`src/rtl/oled_spi_receiver.sv`:
```
// SSD1331-side SPI receiver: oversamples the 4-wire link, assembles bytes, decodes window/display commands, emits pixel writes.
// Optional framing-error counter enabled by defining OLED_RX_ERR_CNT_EN.
module oled_spi_receiver #(
    parameter int          NUM_COL      = 96,
    parameter int          NUM_ROW      = 64,
    parameter int          N_COLOR_BITS = 8,
    parameter int unsigned SYNC_STAGES  = 2
) (
    input  logic                       i_CLK,
    input  logic                       i_RST_N,
    input  logic                       i_CS,
    input  logic                       i_MOSI,
    input  logic                       i_SCK,
    input  logic                       i_DC,
    input  logic                       i_RES,
    output logic [7:0]                 o_BYTE,
    output logic                       o_BYTE_DC,
    output logic                       o_BYTE_VALID,
    output logic                       o_PIX_WE,
    output logic [$clog2(NUM_COL)-1:0] o_PIX_COL,
    output logic [$clog2(NUM_ROW)-1:0] o_PIX_ROW,
    output logic [N_COLOR_BITS-1:0]    o_PIX_DATA,
    output logic                       o_DISPLAY_ON,
    output logic [7:0]                 o_ERR_CNT
);
    localparam int CW = $clog2(NUM_COL);
    localparam int RW = $clog2(NUM_ROW);
    localparam logic [7:0] COL_MAX = 8'(NUM_COL - 1);
    localparam logic [7:0] ROW_MAX = 8'(NUM_ROW - 1);

    typedef enum logic [1:0] {S_IDLE, S_ARG0, S_ARG1, S_SKIP} state_t;

    // Pin vector {RES, DC, SCK, MOSI, CS}; idle-high pins reset to 1 so no false edge after reset
    logic [4:0] r_sync [SYNC_STAGES];
    logic       w_cs, w_mosi, w_sck, w_dc, w_res, w_sck_rise;
    logic       r_sck_prev;
    logic [2:0] r_bit_cnt;
    logic [6:0] r_shift;
    logic [7:0] r_byte;
    logic       r_byte_dc, r_byte_valid;

    assign {w_res, w_dc, w_sck, w_mosi, w_cs} = r_sync[SYNC_STAGES-1];
    assign w_sck_rise = w_sck & ~r_sck_prev;

    always_ff @(posedge i_CLK or negedge i_RST_N) begin
        if (!i_RST_N) begin
            for (int unsigned i = 0; i < SYNC_STAGES; i++) r_sync[i] <= 5'b10101;
        end else begin
            r_sync[0] <= {i_RES, i_DC, i_SCK, i_MOSI, i_CS};
            for (int unsigned i = 1; i < SYNC_STAGES; i++) r_sync[i] <= r_sync[i-1];
        end
    end

    always_ff @(posedge i_CLK or negedge i_RST_N) begin
        if (!i_RST_N) begin
            r_sck_prev   <= 1'b1;
            r_bit_cnt    <= '0;
            r_shift      <= '0;
            r_byte       <= '0;
            r_byte_dc    <= 1'b0;
            r_byte_valid <= 1'b0;
        end else begin
            r_sck_prev   <= w_sck;
            r_byte_valid <= 1'b0;
            if (!w_res) begin
                r_bit_cnt <= '0;
                r_shift   <= '0;
                r_byte    <= '0;
                r_byte_dc <= 1'b0;
            end else if (w_cs) begin
                r_bit_cnt <= '0;
            end else if (w_sck_rise) begin
                r_shift   <= {r_shift[5:0], w_mosi};
                r_bit_cnt <= r_bit_cnt + 3'd1;
                if (r_bit_cnt == 3'd7) begin
                    r_byte       <= {r_shift, w_mosi};
                    r_byte_dc    <= w_dc;
                    r_byte_valid <= 1'b1;
                end
            end
        end
    end

`ifdef OLED_RX_ERR_CNT_EN
    logic [7:0] r_err_cnt;
    always_ff @(posedge i_CLK or negedge i_RST_N) begin
        if (!i_RST_N)
            r_err_cnt <= '0;
        else if (w_res && w_cs && (r_bit_cnt != 3'd0) && (r_err_cnt != 8'hFF))
            r_err_cnt <= r_err_cnt + 8'd1;
    end
    assign o_ERR_CNT = r_err_cnt;
`else
    assign o_ERR_CNT = '0;
`endif

    state_t          r_state;
    logic [7:0]      r_opcode, r_arg_start;
    logic [CW-1:0]   r_col_start, r_col_end, r_cur_col, r_pix_col;
    logic [RW-1:0]   r_row_start, r_row_end, r_cur_row, r_pix_row;
    logic [N_COLOR_BITS-1:0] r_pix_data;
    logic            r_pix_we, r_display_on;
    logic [7:0]      w_max, w_clamp, w_end;
    logic            w_one_arg;

    assign w_max   = (r_opcode == 8'h75) ? ROW_MAX : COL_MAX;
    assign w_clamp = (r_byte > w_max) ? w_max : r_byte;
    assign w_end   = (w_clamp < r_arg_start) ? r_arg_start : w_clamp;

    always_comb begin
        w_one_arg = 1'b0;
        case (r_byte)
            8'h81, 8'h82, 8'h83, 8'h87, 8'h8A, 8'h8B, 8'h8C, 8'hA0,
            8'hA1, 8'hA2, 8'hA8, 8'hAD, 8'hB1, 8'hB3, 8'hBB, 8'hBE: w_one_arg = 1'b1;
            default: ;
        endcase
    end

    always_ff @(posedge i_CLK or negedge i_RST_N) begin
        if (!i_RST_N) begin
            r_state      <= S_IDLE;
            r_opcode     <= '0;
            r_arg_start  <= '0;
            r_col_start  <= '0;
            r_col_end    <= COL_MAX[CW-1:0];
            r_row_start  <= '0;
            r_row_end    <= ROW_MAX[RW-1:0];
            r_cur_col    <= '0;
            r_cur_row    <= '0;
            r_display_on <= 1'b0;
            r_pix_we     <= 1'b0;
            r_pix_col    <= '0;
            r_pix_row    <= '0;
            r_pix_data   <= '0;
        end else begin
            r_pix_we <= 1'b0;
            if (!w_res) begin
                r_state      <= S_IDLE;
                r_opcode     <= '0;
                r_arg_start  <= '0;
                r_col_start  <= '0;
                r_col_end    <= COL_MAX[CW-1:0];
                r_row_start  <= '0;
                r_row_end    <= ROW_MAX[RW-1:0];
                r_cur_col    <= '0;
                r_cur_row    <= '0;
                r_display_on <= 1'b0;
            end else if (r_byte_valid) begin
                if (r_byte_dc) begin
                    // Data always writes at the pre-increment cursor and aborts any pending command
                    r_state    <= S_IDLE;
                    r_pix_we   <= 1'b1;
                    r_pix_col  <= r_cur_col;
                    r_pix_row  <= r_cur_row;
                    r_pix_data <= r_byte;
                    if (r_cur_col == r_col_end) begin
                        r_cur_col <= r_col_start;
                        r_cur_row <= (r_cur_row == r_row_end) ? r_row_start : r_cur_row + 1'b1;
                    end else begin
                        r_cur_col <= r_cur_col + 1'b1;
                    end
                end else begin
                    case (r_state)
                        S_IDLE: begin
                            if (r_byte == 8'h15 || r_byte == 8'h75) begin
                                r_opcode <= r_byte;
                                r_state  <= S_ARG0;
                            end else if (r_byte == 8'hAF) begin
                                r_display_on <= 1'b1;
                            end else if (r_byte == 8'hAE) begin
                                r_display_on <= 1'b0;
                            end else if (w_one_arg) begin
                                r_state <= S_SKIP;
                            end
                        end
                        S_ARG0: begin
                            r_arg_start <= w_clamp;
                            r_state     <= S_ARG1;
                        end
                        S_ARG1: begin
                            if (r_opcode == 8'h15) begin
                                r_col_start <= r_arg_start[CW-1:0];
                                r_col_end   <= w_end[CW-1:0];
                                r_cur_col   <= r_arg_start[CW-1:0];
                            end else begin
                                r_row_start <= r_arg_start[RW-1:0];
                                r_row_end   <= w_end[RW-1:0];
                                r_cur_row   <= r_arg_start[RW-1:0];
                            end
                            r_state <= S_IDLE;
                        end
                        default: r_state <= S_IDLE;
                    endcase
                end
            end
        end
    end

    assign o_BYTE       = r_byte;
    assign o_BYTE_DC    = r_byte_dc;
    assign o_BYTE_VALID = r_byte_valid;
    assign o_PIX_WE     = r_pix_we;
    assign o_PIX_COL    = r_pix_col;
    assign o_PIX_ROW    = r_pix_row;
    assign o_PIX_DATA   = r_pix_data;
    assign o_DISPLAY_ON = r_display_on;
endmodule

```
`config.mk`:
```
export PLATFORM = sky130hd
export DESIGN_NAME = oled_spi_receiver
export DESIGN_NICKNAME = d
export VERILOG_FILES = /design/src/rtl/oled_spi_receiver.sv
export SDC_FILE = /design/constraint.sdc
export NUM_CORES = 1
export LEC_CHECK = 0
export CAP_MARGIN = 20
export CORE_MARGIN = 5
export CORE_UTILIZATION = 45
export DETAILED_ROUTE_END_ITERATION = 10
export DONT_BUFFER_PORTS = 1
export PLACE_DENSITY_LB_ADDON = 0.3
export SYNTH_ARGS = -nofsm -noshare
export SYNTH_HDL_FRONTEND = slang
export SYNTH_SLANG_ARGS = --single-unit
```
`constraint.sdc`:
```
create_clock -name i_CLK -period 4.7 [get_ports i_CLK]
set_clock_uncertainty 0.05 [all_clocks]
set_input_delay 1.41 -clock i_CLK [delete_from_list [all_inputs] [get_ports i_CLK]]
set_output_delay 1.41 -clock i_CLK [all_outputs]
set_load 0.02 [all_outputs]
```
# After elaboration in Yosys (flattened, before gate mapping)
# Cells that the tools add are included.
# word_totals
register_bits,111
wordCells,169
# classes
eq_ne,48
n_addsub,3
n_reduce_logical,14
bitwise,2
muxes,78
n_lt_le_gt_ge,2
# ops
op,n
"== test 8 bit, second input constant",18
two-way mux 7 bit,19
two-way mux 8 bit,14
two-way mux 6 bit,15
AND reduction 4 bit,5
two-way mux 1 bit,19
"== test 8 x 5 -> 1 bit, second input constant",2
"== test 8 x 7 -> 1 bit, second input constant",2
"!= test 2 x 1 -> 1 bit, second input constant",8
OR reduction 16 bit,1
"!= test 5 bit, second input constant",3
two-way mux 2 bit,7
AND reduction 3 bit,4
two-way mux 3 bit,3
"!= test 3 x 1 -> 1 bit, second input constant",3
greater-than comparator 8 x 7 -> 1 bit,1
< comparator 8 bit,1
"!= test 2 bit, second input constant",4
"adder 7 x 1 -> 7 bit, second input constant",1
== test 7 bit,1
"adder 6 x 1 -> 6 bit, second input constant",1
== test 6 bit,1
"!= test 3 x 2 -> 1 bit, second input constant",2
AND reduction 5 bit,1
other kinds (11),11

# Logic depth before layout (Yosys ltp)
# logic_depth
depth_word,11
ltp_mapped,13
ltp_nobuf,13

# Worst setup path before layout
# OpenSTA, ideal clock, no wires.
# synth_timing
kind,register to register
startpoint,register r_opcode[3]
endpoint,register r_col_end[0]
arrival_time_ns,3.241
slack_ns,1.309
path_buffers,0
path_stages_with_launch,14
required_ns,4.550
path_cell_list,dfrtp_1 and4bb_4 nand4_4 inv_1 ha_1 a211oi_4 o21bai_4 mux2_2 ha_1 nand4_1 o221a_2 nand2_1 mux2i_1 o211ai_1
# synth_between
elab_chain_cells,11
word_cells_on_any_way,14
cone_classes,order compare (2); eq/ne (3); mux (8); reduce/logical (1)
# synth_lines
item,line,source
start: declaration,98,"logic [7:0] r_opcode, r_arg_start;"
start signal: assignment,166,r_opcode <= r_byte;
== test 8 x 7 -> 1 bit,106,assign w_max = (r_opcode == 8'h75) ? ROW_MAX : COL_MAX;
two-way mux 7 bit,106,
greater-than comparator 8 x 7 -> 1 bit,107,assign w_clamp = (r_byte > w_max) ? w_max : r_byte;
two-way mux 8 bit,107,
< comparator 8 bit,108,assign w_end = (w_clamp < r_arg_start) ? r_arg_start : w_clamp;
two-way mux 7 bit,108,
two-way mux 7 bit,181,if (r_opcode == 8'h15) begin
two-way mux 7 bit,163,case (r_state)
two-way mux 7 bit,149,if (r_byte_dc) begin
two-way mux 7 bit,148,end else if (r_byte_valid) begin
two-way mux 7 bit,137,if (!w_res) begin
end signal: assignment,125,r_col_end <= COL_MAX[CW-1:0];
end signal: assignment,142,r_col_end <= COL_MAX[CW-1:0];
end signal: assignment,183,r_col_end <= w_end[CW-1:0];
end: declaration,99,"logic [CW-1:0] r_col_start, r_col_end, r_cur_col, r_pix_col;"
# Parallel ways exist; a longest one is shown, timed or not. The select of a mux whose other input is x is not followed.
# A chain may end at the register's enable or synchronous reset.

# Worst setup path in the final report
# layout_timing
startpoint,register r_opcode[3]
endpoint,register r_row_end[1]
# layout_between
elab_chain_cells,11
word_cells_on_any_way,14
cone_classes,order compare (2); eq/ne (3); mux (8); reduce/logical (1)
# layout_lines
item,line,source
== test 8 x 7 -> 1 bit,106,
two-way mux 7 bit,106,
greater-than comparator 8 x 7 -> 1 bit,107,
two-way mux 8 bit,107,
< comparator 8 bit,108,
two-way mux 7 bit,108,
two-way mux 6 bit,181,
two-way mux 6 bit,163,
two-way mux 6 bit,149,
two-way mux 6 bit,148,
two-way mux 6 bit,137,
end signal: assignment,127,r_row_end <= ROW_MAX[RW-1:0];
end signal: assignment,144,r_row_end <= ROW_MAX[RW-1:0];
end signal: assignment,187,r_row_end <= w_end[RW-1:0];
end: declaration,100,"logic [RW-1:0] r_row_start, r_row_end, r_cur_row, r_pix_row;"
# Parallel ways exist; a longest one is shown, timed or not. The select of a mux whose other input is x is not followed.

==> impl_metrics.env <==
export IMPL_status="complete, no violations"
export IMPL_syn2layout_area_growth_pct=6.09
export IMPL_end_kind="flip-flop"
export IMPL_cp_startpoint="r_opcode[3]$_DFFE_PN0P_"
export IMPL_layout_cells_non_filler=727
export IMPL_grt_pass1_vias=4244
export IMPL_ys_ff_latch=111
export IMPL_rows=41
export IMPL_fillerInstances=1163
export IMPL_max_cap_violations=0
export IMPL_cp_max_fo=8
export IMPL_ys_warnings_count=0
export IMPL_clock_root_buffer="clkbuf_16"
export IMPL_synth_edff_count=0
export IMPL_synth_async_reset_ratio_pct=100
export IMPL_syn_area_per_cell_sq_um=10.2
export IMPL_cts_tree="yes"
export IMPL_ir_drop_v=0.000320
export IMPL_clock_path_buffers=2
export IMPL_gp_congestion=0.895
export IMPL_setup_ws_ns=0.872
export IMPL_fin_crit_sh_pct=81.4
export IMPL_path_delay_family="compound AO/OA/AOI/OAI gates"
export IMPL_antenna_found_initial=0
export IMPL_start_kind="flip-flop"
export IMPL_cts_sinks=111
export IMPL_final_nets=570
export IMPL_die_w_microns=123
export IMPL_cts_buffers=9
export IMPL_overflow=0
export IMPL_post_drt_via_cell_ratio=5.71
export IMPL_grt_total_usage_pct=18.5
export IMPL_cp_slowest_cell="a211oi_4"
export IMPL_setup_viol=0
export IMPL_yosysSeqAreaShare_pct=48.7
export IMPL_core_area_sq_um=12600
export IMPL_netlist_instances=566
export IMPL_power_density_nw_per_um2=292
export IMPL_dominantRegCellSynth="dfrtp_1"
export IMPL_rsz0062_at_grt="false"
export IMPL_maxSlewHeadroom_pct=46.4
export IMPL_hold_path_class="reg2reg"
export IMPL_wl_mm=12.9
export IMPL_max_freq_ghz=0.261
export IMPL_slew_viol_final=0
export IMPL_worstPathArrival_ns=4.04
export IMPL_post_place_ws_ns=0.915
export IMPL_worstSkewPairLatency_ns=0.35
export IMPL_grt_start_max_net_pins=112
export IMPL_tightest_slew_ns=0.802
export IMPL_path_class="reg2reg"
export IMPL_p_leak_nw=2.60
export IMPL_drive_above_1_share_pct=14.4
export IMPL_fin_setup_tns_ns=0
export IMPL_cts_clk_slew_worst_paths_ns=0.07
export IMPL_path_cells="and4bb_4 > nand4_4 > inv_1 > ha_1 > a211oi_4 > o21bai_4 > mux2_2 > ha_1 > nand4_1 > a211oi_1 > nor2_1 > o21ai_0 > o21ai_0"
export IMPL_die_area_sq_um=15100
export IMPL_dp_final_hpwl_mm=8.84
export IMPL_ant_nets=0
export IMPL_r2r_start="r_opcode[3]$_DFFE_PN0P_"
export IMPL_dp_cells=710
export IMPL_die_y_microns=123
export IMPL_cts_max_level=3
export IMPL_syn_area_sq_um=5750
export IMPL_cts_hold_buf=0
export IMPL_vias=4151
export IMPL_drc=0
export IMPL_io_buffers=0
export IMPL_worstHoldStart="r_sync[5]$_DFF_PN1_"
export IMPL_first_pass_iters=4
export IMPL_ioPinCount=48
export IMPL_n_antenna_cell=0
export IMPL_cts_resized=0
export IMPL_wl_per_cell_microns=17.7
export IMPL_crit_buf_inv=1
export IMPL_initialDrtViolationCount=340
export IMPL_worst_path_largest_cell_delay_ns=0.41
export IMPL_ys_types=77
export IMPL_hold_violations=0
export IMPL_grt_pass1_wl_mm=21.9
export IMPL_min_period_ns=3.83
export IMPL_post_cts_setup_buffers=0
export IMPL_worstPathRequired_ns=4.91
export IMPL_floorplan_initialDensity_pct=45.7
==> cells in the mapped netlist, types with 6 or more instances <==
master	instances	area, sq um
nand4_1	7	43.8
dfrtp_1	92	2300
mux2_2	17	191
nand3_1	19	95.1
xnor2_1	17	149
o211ai_1	14	105
mux2i_1	10	100
dfstp_2	19	499
ha_1	13	163
o21ai_0	38	190
nor2_1	22	82.6
clkbuf_1	14	52.6
nor3_1	8	40.0
nand2b_1	6	37.5
buf_4	9	67.6
nand2_1	90	338
inv_1	17	63.8
and2_1	6	37.5
a21oi_1	40	200
buf_2	13	65.1
==> state kept, by name, summed over array words and instances, names as in the netlist, 2 cells and up <==
name         flops
r_sync          10
r_cur_col        7
o_PIX_DATA       8
o_PIX_ROW        6
r_bit_cnt        3
r_state          2
o_BYTE           8
r_row_end        6
r_row_start      6
o_PIX_COL        7
r_cur_row        6
r_col_start      7
r_col_end        7
r_shift          7
r_arg_start      8
r_opcode         8
==> final timing paths <==
path	end	slack [ns]	cells after the start
min reg2reg	r_sync[0]$_DFF_PN1_	0.31	0
max in group asynchronous	r_sync[0]$_DFF_PN1_	3.66	0
min in group asynchronous	o_PIX_COL[5]$_DFFE_PN0P_	0.70	0
max reg2reg	r_row_end[1]$_DFFE_PN1P_	0.87	13
max	r_row_end[1]$_DFFE_PN1P_	0.87	13
min	r_sync[0]$_DFF_PN1_	0.31	0
==> logic make-up after synthesis <==
family,synth area share (%)
and+or+nand+nor,17.8
AOI/OAI and AO/OA,16.2
DFF,48.7
buffers and inverters,4.94
muxes,5.07
xor gates and xnor gates,4.33
adders and majority gates,2.83
other,0.0652
==> cell type report <==
cell class              instances  area (sq um)  area share (%)
multi-input cells             405          2690            44.2
flip-flops and latches        111          2800            45.9
repair buffers                  5          37.5           0.615
clock buffers                  13           240            3.94
clock inverters                 3          43.8           0.718
well taps                     172           215            3.53
inverters                      18          67.6            1.11
==> layer usage <==
| layer | up-vias | GRT usage (%) | routed length (microns) | part of all wire (%) |
|---|---|---|---|---|
| met1 | 2058 | 24.1 | 5640 | 44 |
| met4 | 0 | 6.78 | 342 | 2.7 |
| met3 | 29 | 5.54 | 751 | 5.8 |
| met5 | - | 0 | 0 | 0 |
| li1 | 1958 | - | - | - |
| met2 | 106 | 29.5 | 6160 | 48 |
==> stage by stage <==
stage	total power [mW]	area, sq um	hold WS, ns	util (%)
finish	1.78	6100	0.306	48.5
global route	1.85	6100	0.313	48.5
CTS	1.80	6090	0.309	48.5
detailed placement	1.05	5810	0.293	46.2
global placement	1.04	5810	0.285	46.2
floorplan	1.04	5780	0.281	-
==> power by group <==
group	internal (mW)	total (mW)	switching, mW
sequential	0.967	0.974	0.00755
combinational	0.0157	0.0549	0.0392
clock	0.416	0.750	0.334
==> cell usage in the layout, fill, tap and decap left out, types with 13 or more instances in the layout <==
master / instances
mux2_2: 17
inv_1: 17
a21oi_1: 40
o211ai_1: 14
xnor2_1: 17
nor2_1: 22
nand3_1: 19
dfstp_2: 19
o21ai_0: 38
nand2_1: 90
ha_1: 13
dfrtp_1: 92
No activity file was read; power rests on OpenSTA's default activity.
